===== src/rtl/intersection_controller.sv =====
// Two-direction intersection sequencer: prescaled tick, latched requests, all-red clearance.
// Optional pedestrian walk interval inside clearance is built when PED_WALK_EN is defined.
module intersection_controller #(
  parameter int unsigned TICK_DIV   = 50000000,
  parameter int unsigned GREEN_TIME = 30,
  parameter int unsigned CLEAR_TIME = 2,
  parameter int unsigned WALK_TIME  = 10
) (
  input  logic       clk,
  input  logic       reset,
  input  logic       ns_request,
  input  logic       ew_request,
`ifdef PED_WALK_EN
  input  logic       ped_request,
  output logic       walk,
`endif
  output logic       ns_enable,
  output logic       ew_enable,
  output logic [6:0] master_timer,
  output logic [1:0] phase
);

  localparam int unsigned PRE_W   = $clog2(TICK_DIV);
  localparam int unsigned TMR_W   = 7;
  // One counter times both the clearance and the walk interval.
  localparam int unsigned CNT_MAX = (WALK_TIME > CLEAR_TIME) ? WALK_TIME : CLEAR_TIME;
  localparam int unsigned CNT_W   = $clog2(CNT_MAX + 1);

  typedef enum logic [1:0] {
    S_CLEAR = 2'd0,
    S_NS_GO = 2'd1,
    S_EW_GO = 2'd2
  } state_t;

  state_t             r_state;
  state_t             w_state_nxt;
  logic [PRE_W-1:0]   r_presc;
  logic               r_next_dir;
  logic               w_next_dir_nxt;
  logic [CNT_W-1:0]   r_clear_cnt;
  logic [CNT_W-1:0]   w_clear_cnt_nxt;
  logic               r_ns_req_l;
  logic               r_ew_req_l;
  logic               w_ns_req_nxt;
  logic               w_ew_req_nxt;
  logic [TMR_W-1:0]   r_timer;
  logic [TMR_W-1:0]   w_timer_nxt;
  logic               r_ns_en;
  logic               r_ew_en;
  logic               w_ns_en_nxt;
  logic               w_ew_en_nxt;

  logic               w_tick;
  logic               w_cnt_last;
  logic               w_clear_exit;
  logic               w_go_entry;
  logic               w_opp_req;

`ifdef PED_WALK_EN
  logic               r_ped_req_l;
  logic               w_ped_req_nxt;
  logic               r_walk;
  logic               w_walk_nxt;
  logic               w_walk_start;
`endif

  assign w_tick = (r_presc == PRE_W'(TICK_DIV - 1));

`ifdef PED_WALK_EN
  assign w_cnt_last   = r_walk ? (r_clear_cnt == CNT_W'(WALK_TIME - 1))
                               : (r_clear_cnt == CNT_W'(CLEAR_TIME - 1));
  assign w_clear_exit = w_cnt_last && (r_walk || !r_ped_req_l);
  assign w_walk_start = w_cnt_last && !r_walk && r_ped_req_l;
`else
  assign w_cnt_last   = (r_clear_cnt == CNT_W'(CLEAR_TIME - 1));
  assign w_clear_exit = w_cnt_last;
`endif

  // Opposing demand includes a request arriving on this very cycle.
  assign w_opp_req  = (r_state == S_NS_GO) ? (r_ew_req_l | ew_request)
                                           : (r_ns_req_l | ns_request);
  assign w_go_entry = (r_state == S_CLEAR) && (w_state_nxt != S_CLEAR);

  // State register
  always_ff @(posedge clk) begin
    if (reset) begin
      r_state <= S_CLEAR;
    end else begin
      r_state <= w_state_nxt;
    end
  end

  // Next-state logic
  always_comb begin
    w_state_nxt = r_state;
    case (r_state)
      S_CLEAR: begin
        if (w_tick && w_clear_exit) begin
          w_state_nxt = r_next_dir ? S_EW_GO : S_NS_GO;
        end
      end
      S_NS_GO, S_EW_GO: begin
        if (w_tick && (r_timer == '0)) begin
          w_state_nxt = S_CLEAR;
        end
      end
      default: w_state_nxt = S_CLEAR;
    endcase
  end

  // Output and datapath next values
  always_comb begin
    w_timer_nxt     = r_timer;
    w_clear_cnt_nxt = r_clear_cnt;
    w_next_dir_nxt  = r_next_dir;
    w_ns_en_nxt     = (w_state_nxt == S_NS_GO);
    w_ew_en_nxt     = (w_state_nxt == S_EW_GO);
    w_ns_req_nxt    = r_ns_req_l | (ns_request && (r_state != S_NS_GO));
    w_ew_req_nxt    = r_ew_req_l | (ew_request && (r_state != S_EW_GO));
`ifdef PED_WALK_EN
    w_ped_req_nxt   = r_ped_req_l | ped_request;
    w_walk_nxt      = r_walk;
`endif

    case (r_state)
      S_CLEAR: begin
        w_timer_nxt = '0;
        if (w_go_entry) begin
          w_timer_nxt     = TMR_W'(GREEN_TIME);
          w_next_dir_nxt  = ~r_next_dir;
          w_clear_cnt_nxt = '0;
        end else if (w_tick) begin
`ifdef PED_WALK_EN
          if (w_walk_start) begin
            w_clear_cnt_nxt = '0;
            w_walk_nxt      = 1'b1;
          end else
`endif
          if (!w_cnt_last) begin
            w_clear_cnt_nxt = r_clear_cnt + CNT_W'(1);
          end
        end
      end
      default: begin
        // Green dwells at 4 until the other direction asks; yellow always runs out.
        if (w_tick && (r_timer != '0) && ((r_timer != TMR_W'(4)) || w_opp_req)) begin
          w_timer_nxt = r_timer - TMR_W'(1);
        end
      end
    endcase

    if (w_go_entry && (w_state_nxt == S_NS_GO)) w_ns_req_nxt = 1'b0;
    if (w_go_entry && (w_state_nxt == S_EW_GO)) w_ew_req_nxt = 1'b0;
`ifdef PED_WALK_EN
    if (w_go_entry) begin
      w_ped_req_nxt = 1'b0;
      w_walk_nxt    = 1'b0;
    end
`endif
  end

  // Datapath and output registers
  always_ff @(posedge clk) begin
    if (reset) begin
      r_presc     <= '0;
      r_next_dir  <= 1'b0;
      r_clear_cnt <= '0;
      r_ns_req_l  <= 1'b0;
      r_ew_req_l  <= 1'b0;
      r_timer     <= '0;
      r_ns_en     <= 1'b0;
      r_ew_en     <= 1'b0;
`ifdef PED_WALK_EN
      r_ped_req_l <= 1'b0;
      r_walk      <= 1'b0;
`endif
    end else begin
      r_presc     <= w_tick ? '0 : (r_presc + PRE_W'(1));
      r_next_dir  <= w_next_dir_nxt;
      r_clear_cnt <= w_clear_cnt_nxt;
      r_ns_req_l  <= w_ns_req_nxt;
      r_ew_req_l  <= w_ew_req_nxt;
      r_timer     <= w_timer_nxt;
      r_ns_en     <= w_ns_en_nxt;
      r_ew_en     <= w_ew_en_nxt;
`ifdef PED_WALK_EN
      r_ped_req_l <= w_ped_req_nxt;
      r_walk      <= w_walk_nxt;
`endif
    end
  end

  assign ns_enable    = r_ns_en;
  assign ew_enable    = r_ew_en;
  assign master_timer = r_timer;
  assign phase        = r_state;
`ifdef PED_WALK_EN
  assign walk         = r_walk;
`endif

endmodule


===== config.mk =====
export PLATFORM = sky130hd
export DESIGN_NAME = intersection_controller
export DESIGN_NICKNAME = d
export VERILOG_FILES = /design/src/rtl/intersection_controller.sv
export SDC_FILE = /design/constraint.sdc
export NUM_CORES = 1
export LEC_CHECK = 0
export CAP_MARGIN = 20
export CORE_ASPECT_RATIO = 0.75
export CORE_MARGIN = 5
export CORE_UTILIZATION = 58
export DETAILED_ROUTE_END_ITERATION = 10
export PLACE_DENSITY = 0.79
export SETUP_SLACK_MARGIN = 0.15
export SLEW_MARGIN = 20
export SYNTH_ARGS = -nofsm -noshare
export SYNTH_HDL_FRONTEND = slang
export SYNTH_SLANG_ARGS = --single-unit

===== constraint.sdc =====
create_clock -name clk -period 6.5 [get_ports clk]
set_input_delay 0.65 -clock clk [delete_from_list [all_inputs] [get_ports clk]]
set_output_delay 0.65 -clock clk [all_outputs]
set_load 0.005 [all_outputs]

* Word-level counts from Yosys, hierarchy flattened *
Index checks and enable logic that the tools add are counted.

word-level totals
  input bits = 4
  register bits after elaboration = 44

operators by class
  muxes and demuxes = 11
  equality and inequality tests = 10
  reductions and logical operators = 22
  bitwise logic cells = 5
  add/subtract/negate cells = 3

operator list
  operator                                                                  number
  26-bit by 1-bit adder with 26-bit output (second input constant)          1
  26-bit == test (second input constant)                                    1
  7-bit two-way mux                                                         2
  4-bit two-way mux                                                         3
  1-bit logical AND                                                         9
  2-bit OR reduction                                                        4
  7-bit logical NOT                                                         1
  7-bit by 3-bit inequality test with 1-bit output (second input constant)  1
  7-bit nonzero test                                                        1
  7-bit by 1-bit subtractor with 7-bit output (second input constant)       1
  2-bit two-way mux                                                         3
  2-bit nonzero test                                                        3
  5-bit two-way mux                                                         1
  4-bit by 1-bit adder with 4-bit output (second input constant)            1
  2-bit by 1-bit == test with 1-bit output (second input constant)          2
  2-bit == test (second input constant)                                     2
  4-bit by 1-bit == test with 1-bit output (second input constant)          1
  2-bit by 1-bit inequality test with 1-bit output (second input constant)  2
  1-bit bitwise OR                                                          4
  2-bit case mux with 2 select lines                                        1
  3-bit AND reduction                                                       1
  2-bit logical NOT                                                         1
  2-bit inequality test (second input constant)                             1
  2-bit AND reduction                                                       1
  3 further kinds                                                           3

* Longest topological paths before layout *
Gate-level depths: netlist (run 1).

  depth in word-level cells = 8
  depth in mapped cells = 7
  mapped depth without buffers = 7

* Least setup slack after synthesis (run 1) *
Ideal clock, no wire load.

  path kind = reg-to-reg
  from = register r_timer[0] (netlist: master_timer[0])
  to = register r_timer[4] (netlist: master_timer[4])
  arrival = 2.288 ns
  library setup time = 0.120 ns
  setup slack = 4.092 ns
  cell stages (with the launch flop) = 8
  cell sequence = dfxtp_1 > inv_1 > ha_1 > or4b_2 > a311oi_1 > nor4b_4 > and3_1 > o31a_1

on the way
  cells in the longest elaborated chain, start to end = 8
  elaborated cells between the ends (all ways) = 16

ends and longest elaborated chain
  what                                RTL line  RTL
  from (decl)                         46        logic [TMR_W-1:0] r_timer;
  from (signal assigned)              183       r_timer <= w_timer_nxt;
  7-bit logical NOT                   103       if (w_tick && (r_timer == '0)) begin
  1-bit logical AND                   103
  2-bit two-way mux                   103
  2-bit case mux with 2 select lines  96        case (r_state)
  2-bit nonzero test                  82        assign w_go_entry = (r_state == S_CLEAR) && (w_state_nxt != S_CLEAR);
  1-bit logical AND                   82
  5-bit two-way mux                   128       if (w_go_entry) begin
  7-bit two-way mux                   125       case (r_state)

Parallel ways exist; a longest one is shown, timed or not. The select of a mux whose other input is x is not followed.
A chain may end at the register's enable or synchronous reset.

* Worst setup path after layout (run 1) *
  from = register r_clear_cnt[0]
  to = register r_clear_cnt[2]

on the way
  cells in the longest elaborated chain, start to end = 8
  elaborated cells between the ends (all ways) = 13

ends and longest elaborated chain
  what                                                                                              RTL line  RTL
  from (decl)                                                                                       40        logic [CNT_W-1:0] r_clear_cnt;
  from (signal assigned)                                                                            180       r_clear_cnt <= w_clear_cnt_nxt;
  4-bit by 1-bit == test with 1-bit output                                                          75        assign w_cnt_last = (r_clear_cnt == CNT_W'(CLEAR_TIME - 1));
  1-bit logical AND                                                                                 98        if (w_tick && w_clear_exit) begin
  2-bit two-way mux                                                                                 98
  2-bit case mux with 2 select lines                                                                96
  2-bit nonzero test                                                                                82
  1-bit logical AND                                                                                 82
  2-bit by 1-bit inequality test with 1-bit output (no line) or 2-bit nonzero test (tied branches)  -
  3-bit AND reduction (no line)                                                                     -

Parallel ways exist; a longest one is shown, timed or not. The select of a mux whose other input is x is not followed.

==> metrics, run 1 <==
vias in the first global route=1798; result of the run=finished, final reports clean; latest clock arrival within the worst-skew pair=300 ps; Num CTS Buffers=5; yosys warns=0; Worst Max-Slew Pin Slew=between 700 and 800 ps; Final Hold Vio Count=0; Cell Rows=20; Ports=15; Post-CTS Setup Bufs=0; area post-placement=roughly 2500 um^2; Hold Crit Class=flop to flop; final hold slack=470.6 ps; RSZ-0062 raised after global routing=false; Starting Density=0.5862; pin count of the biggest net entering global routing=27; clock transition at the registers of the reported paths=80 ps; Req. time, crit path=6670 ps; routed len/inst=14.45 um; most frequent cells in the layout=dfxtp_1, nor2_1, xnor2_1; FF+latch count, synth=between 40 and 50; Fmax=roughly 380 MHz; r2r worst-path depth=6; hpwl dp=3.579 mm; slowest library cell on the worst path=nor4_1; Clock Tree Buf Depth=2; Seq/Total Area, Yosys=0.3777; first drt pass iteration count=4; first-pass GRT wire length=8.438 mm; minimum clock period=roughly 2600 ps; Reg2Reg Setup Slack=3870 ps; Syn-to-layout area delta=11.59%; share of cells above drive strength 1=0.06993; fin nets=298; initial antenna violation count=0; DRT Wirelength=4.927 mm; Antenna Nets Post-Route=0; die height=64.92 um; pwr dens=178.8 nW/um^2; setup TNS=0 ps; Mapped Cells=270; synth top area cells=dfxtp_1, xnor2_1, nor2_1; Setup crit end kind=flop; Avg Cell Area, Syn=8.638 um^2; Leak Pwr=0.8325 nW; WS Path Type=flop to flop; Iter 0 DRT Violations=around 140; Max H-tree Level=2; Max VDD drop=0.1304 mV; crit path max fanout=4; Overflow after GRT=0; CTS root buffer=clkbuf_8; area share of the largest cell type after synthesis=0.3777; final setup vio count=0; area leader, netlist=dfxtp_1; Largest stage delay, worst path=approximately 590 ps; post-synth net total=283; multi-input logic area=1344 um^2; crit path cell chain=ha_1, or4bb_1, nor4_1, a21oi_1, o21ai_0, nor2_1; vias per cell=~5.8; Design Area, Final=~2600 um^2; startpoint types=flop; antenna cells=0; clock skew=7.239 ps; Die Wd=83.22 um; Post-Syn Area=roughly 2300 um^2; TritonCTS clock tree=built; GRT Util Overall=0.1941; most common cell after layout, fill and taps aside=dfxtp_1; I/O Buffers=14; fin crit share=0.4047; area occupied by registers=880.8 um^2; post_cts resized=0; Fillers=309; RePlAce Congestion=0.8074; via count=~2000; Core Footprint=3979 um^2; CP arrival=2800 ps; max_slew headroom=0.4969; Sink Count=44; max_cap viols=0; DRC=0; count of different cell masters after synthesis=49; max-slew violations=0; post-cts hold buffer count=0; Hold Path Cell Cnt=1; Die ar.=around 5400 um^2
## power breakdown
group | internal [mW] | switching [mW] | total, mW
combinational | 0.00455 | 0.00646 | 0.0110
sequential | 0.272 | 0.00188 | 0.274
clock | 0.0868 | 0.0940 | 0.181
## area by class of cell
class,instances,share of cell area
Clock buffer,8,0.03462
Inverter,19,0.02740
Tap cell,55,0.02644
Multi-Input combinational cell,200,0.5163
Sequential cell,44,0.3385
Timing Repair Buffer,15,0.05673
## routing by layer
| layer | global-route usage | vias to the layer above | routed length, um |
|---|---|---|---|
| li1 | - | 994 | - |
| met1 | 0.2746 | 928 | 2472 |
| met2 | 0.2860 | 47 | 2103 |
| met3 | 0.04320 | 8 | 268 |
| met4 | 0.07755 | 0 | 82 |
| met5 | 0 | - | 0 |
## cell families after synthesis
| group | count (synthesis) | synth area share |
|---|---|---|
| xor+xnor | 27 | 0.1014 |
| flops | 44 | 0.3777 |
| fa+ha+maj | 9 | 0.04828 |
| simple gates | 122 | 0.2994 |
| mux | 1 | 0.004828 |
| buf+inv | 26 | 0.04614 |
| compound gates | 41 | 0.1223 |
## synth_stat cells, drive strengths merged
master    n
o21ai     8
a311oi    3
nor4b     1
ha        9
o31ai     2
inv      19
xnor2    20
or4b      3
or4bb     1
or3b      2
o211ai    2
or4       4
a31oi     2
o31a      1
nor2     34
a211oi    1
xor2      7
buf       3
o2111a    1
a21o      3
a21oi    13
and3      2
a21boi    1
o22ai     2
mux2      1
nand3    14
nand4     5
nand2b    2
o41a      1
dfxtp    44
or3       6
nand2    14
or2       1
clkbuf    4
and2      3
nor4     14
nor3      8
a21bo     1
nand4bb   1
nand3b    1
and4      6
## registers in the layout, indices dropped and copies added (netlist names)
signal	cells
r_presc	26
master_timer	7
r_clear_cnt	4
phase	2
ew_enable	1
ns_enable	1
r_ew_req_l	1
r_next_dir	1
r_ns_req_l	1
## through the flow
step	cells	util	power (mW)	setup slack, ps
5_1_grt	341	0.6541	0.4802	3663
3_3_place_gp	333	0.6314	0.2907	3608
2_1_floorplan	270	-	0.2869	4092
3_5_place_dp	333	0.6314	0.2909	3600
6_report	341	0.6541	0.4654	3869
4_1_cts	341	0.6541	0.4664	3880
## path summary, 6_finish.rpt
kind,startpoint,end
worst max-delay path,r_clear_cnt[0],r_clear_cnt[2]
worst min-delay path,r_presc[0],r_presc[0]
worst max register to register,r_clear_cnt[0],r_clear_cnt[2]
worst min register to register,r_presc[0],r_presc[0]
## critical path: cells and delay by family, from the launching register on
| family | cells | cell delay (ps) |
|---|---|---|
| AOI/OAI and AO/OA | 2 | 770 |
| DFF | 1 | 410 |
| adders and majority gates | 1 | 200 |
| and+or+nand+nor | 3 | 1120 |
Note: power is estimated with default switching activity, not from simulation.
==> run 2, diff against run 1 <==
clock period = 2.54 ns   (was 6.5 ns; I/O delays follow)
==> run 2 against run 1 <==
Effect of this change:
- combinational power grew to 2.6 times the previous value
- clock skew is 1.1 ps higher
- count of clock-buffer cells in the layout stayed put
- sequential share of layout area is 0.87 points lower
- cell count is 1.8% higher
- sequential cell count stayed put
- utilization is 1.9 points higher
- sequential power grew to 2.6 times the previous value
- register-to-register slack worse by 3700 ps
==> metrics, run 2 (same netlist as run 1, synthesis figures left out) <==
Core Footprint=3979 um^2; max reg flops=26; DRC=0; Total Power=~1.2 mW; vias in the first global route=1835; max-slew violations=0; Leak Pwr=a little under 0.9 nW; GRT Util Overall=0.1957; fin crit share=0.9487; Fmax=415.0 MHz; clock skew=~8.3 ps; Iter 0 DRT Violations=177; most frequent cells in the layout=dfxtp_1, nor2_1, xnor2_1; vias per cell=5.818; Overflow after GRT=0; I/O Buffers=14; Design Area, Final=2679 um^2; Clock Tree Buf Depth=2; Cell Rows=20; result of the run=finished, final reports clean; post-cts hold buffer count=0; first-pass GRT wire length=8.645 mm; die height=between 60 and 70 um; hpwl dp=3.563 mm; Sink Count=44; TritonCTS clock tree=built; Post-CTS Setup Bufs=0; DRT Wirelength=4.968 mm; fin nets=304; WS Path Type=flop to flop; Max VDD drop=between 0.4 and 0.5 mV; via count=2019; Ports=15; max_slew headroom=0.6018; Max H-tree Level=2; minimum clock period=~2400 ps; Fillers=312; setup TNS=0 ps; Die Wd=83.22 um; Final Hold Vio Count=0; Req. time, crit path=2760 ps; share of cells above drive strength 1=0.1096; final hold slack=461.9 ps; Hold Crit Class=flop to flop; max_cap viols=0; latest clock arrival within the worst-skew pair=300 ps; pin count of the biggest net entering global routing=27; first drt pass iteration count=4; Die ar.=5402 um^2; antenna cells=0; final setup vio count=0; startpoint types=flop; Syn-to-layout area delta=14.86%; crit path max fanout=10; clock transition at the registers of the reported paths=80 ps; Top reg by flops=r_presc; CP arrival=2630 ps; routed len/inst=~14 um; Num CTS Buffers=5; pwr dens=roughly 440 nW/um^2; CTS root buffer=clkbuf_8; RSZ-0062 raised after global routing=true; Worst Max-Slew Pin Slew=591.8 ps; Setup crit end kind=flop; Starting Density=0.5862; Antenna Nets Post-Route=0; area post-placement=2564 um^2; most common cell after layout, fill and taps aside=dfxtp_1; RePlAce Congestion=0.8274; initial antenna violation count=0
[run 2: cell types whose count changed in the layout (fill, tap and decap cells not counted), sizes merged]
cell and delta:
buf +6
[run 2: repair_timing]
| action | 4_1_cts | 5_1_grt |
|---|---|---|
| pin swaps | 0 | 3 |
| setup endpoints to repair | 1 | 16 |
| resized for setup | 1 | 7 |
[run 2: where the power goes]
part / total, mW / internal, mW / switching, mW
Clock: 0.458 / 0.222 / 0.236
Combinational: 0.0285 / 0.0117 / 0.0168
Sequential: 0.700 / 0.695 / 0.00494
[run 2: metal layers]
layer  GRT usage  share of wire  vias up  routed length, um
met4     0.04490         0.0093        0                 46
met5           0              0        -                  0
met2      0.2700           0.40       46               2008
met3     0.04701          0.048        6                239
li1            -              -     1000                  -
met1      0.3012           0.54      967               2674
[run 2: final timing paths]
kind | from | end | slack (ps) | cells past startpoint
worst min-delay path | r_presc[0] | r_presc[0] | 460 | 1
worst max-delay path | r_presc[10] | r_ew_req_l | 130 | 5
worst max register to register | r_presc[10] | r_ew_req_l | 130 | 5
worst min register to register | r_presc[0] | r_presc[0] | 460 | 1
[run 2: metrics by stage]
stage / worst slack [ps] / util / cells
floorplan: 206.7 / - / 270
global placement: 151.3 / 0.6443 / 339
detailed placement: 130.6 / 0.6443 / 339
CTS: 153.8 / 0.6698 / 347
global route: 97.59 / 0.6733 / 347
finish: 130.3 / 0.6733 / 347
[run 2: worst max-delay path, cell delays in order, from the launching register on]
cell      delay, ps
dfxtp_1         350
or4b_4          550
or4_4           610
o41a_1          470
a21o_1          180
a311oi_2        180
[run 2: area by class of cell]
| cell class | count | area [um^2] | share of cell area |
|---|---|---|---|
| inverters | 19 | 71.32 | 0.02662 |
| repair buffers | 21 | 192.7 | 0.07193 |
| multi-input cells | 200 | 1373 | 0.5124 |
| well taps | 55 | 68.82 | 0.02569 |
| flip-flops and latches | 44 | 883.3 | 0.3298 |
| clock buffers | 8 | 90.09 | 0.03363 |
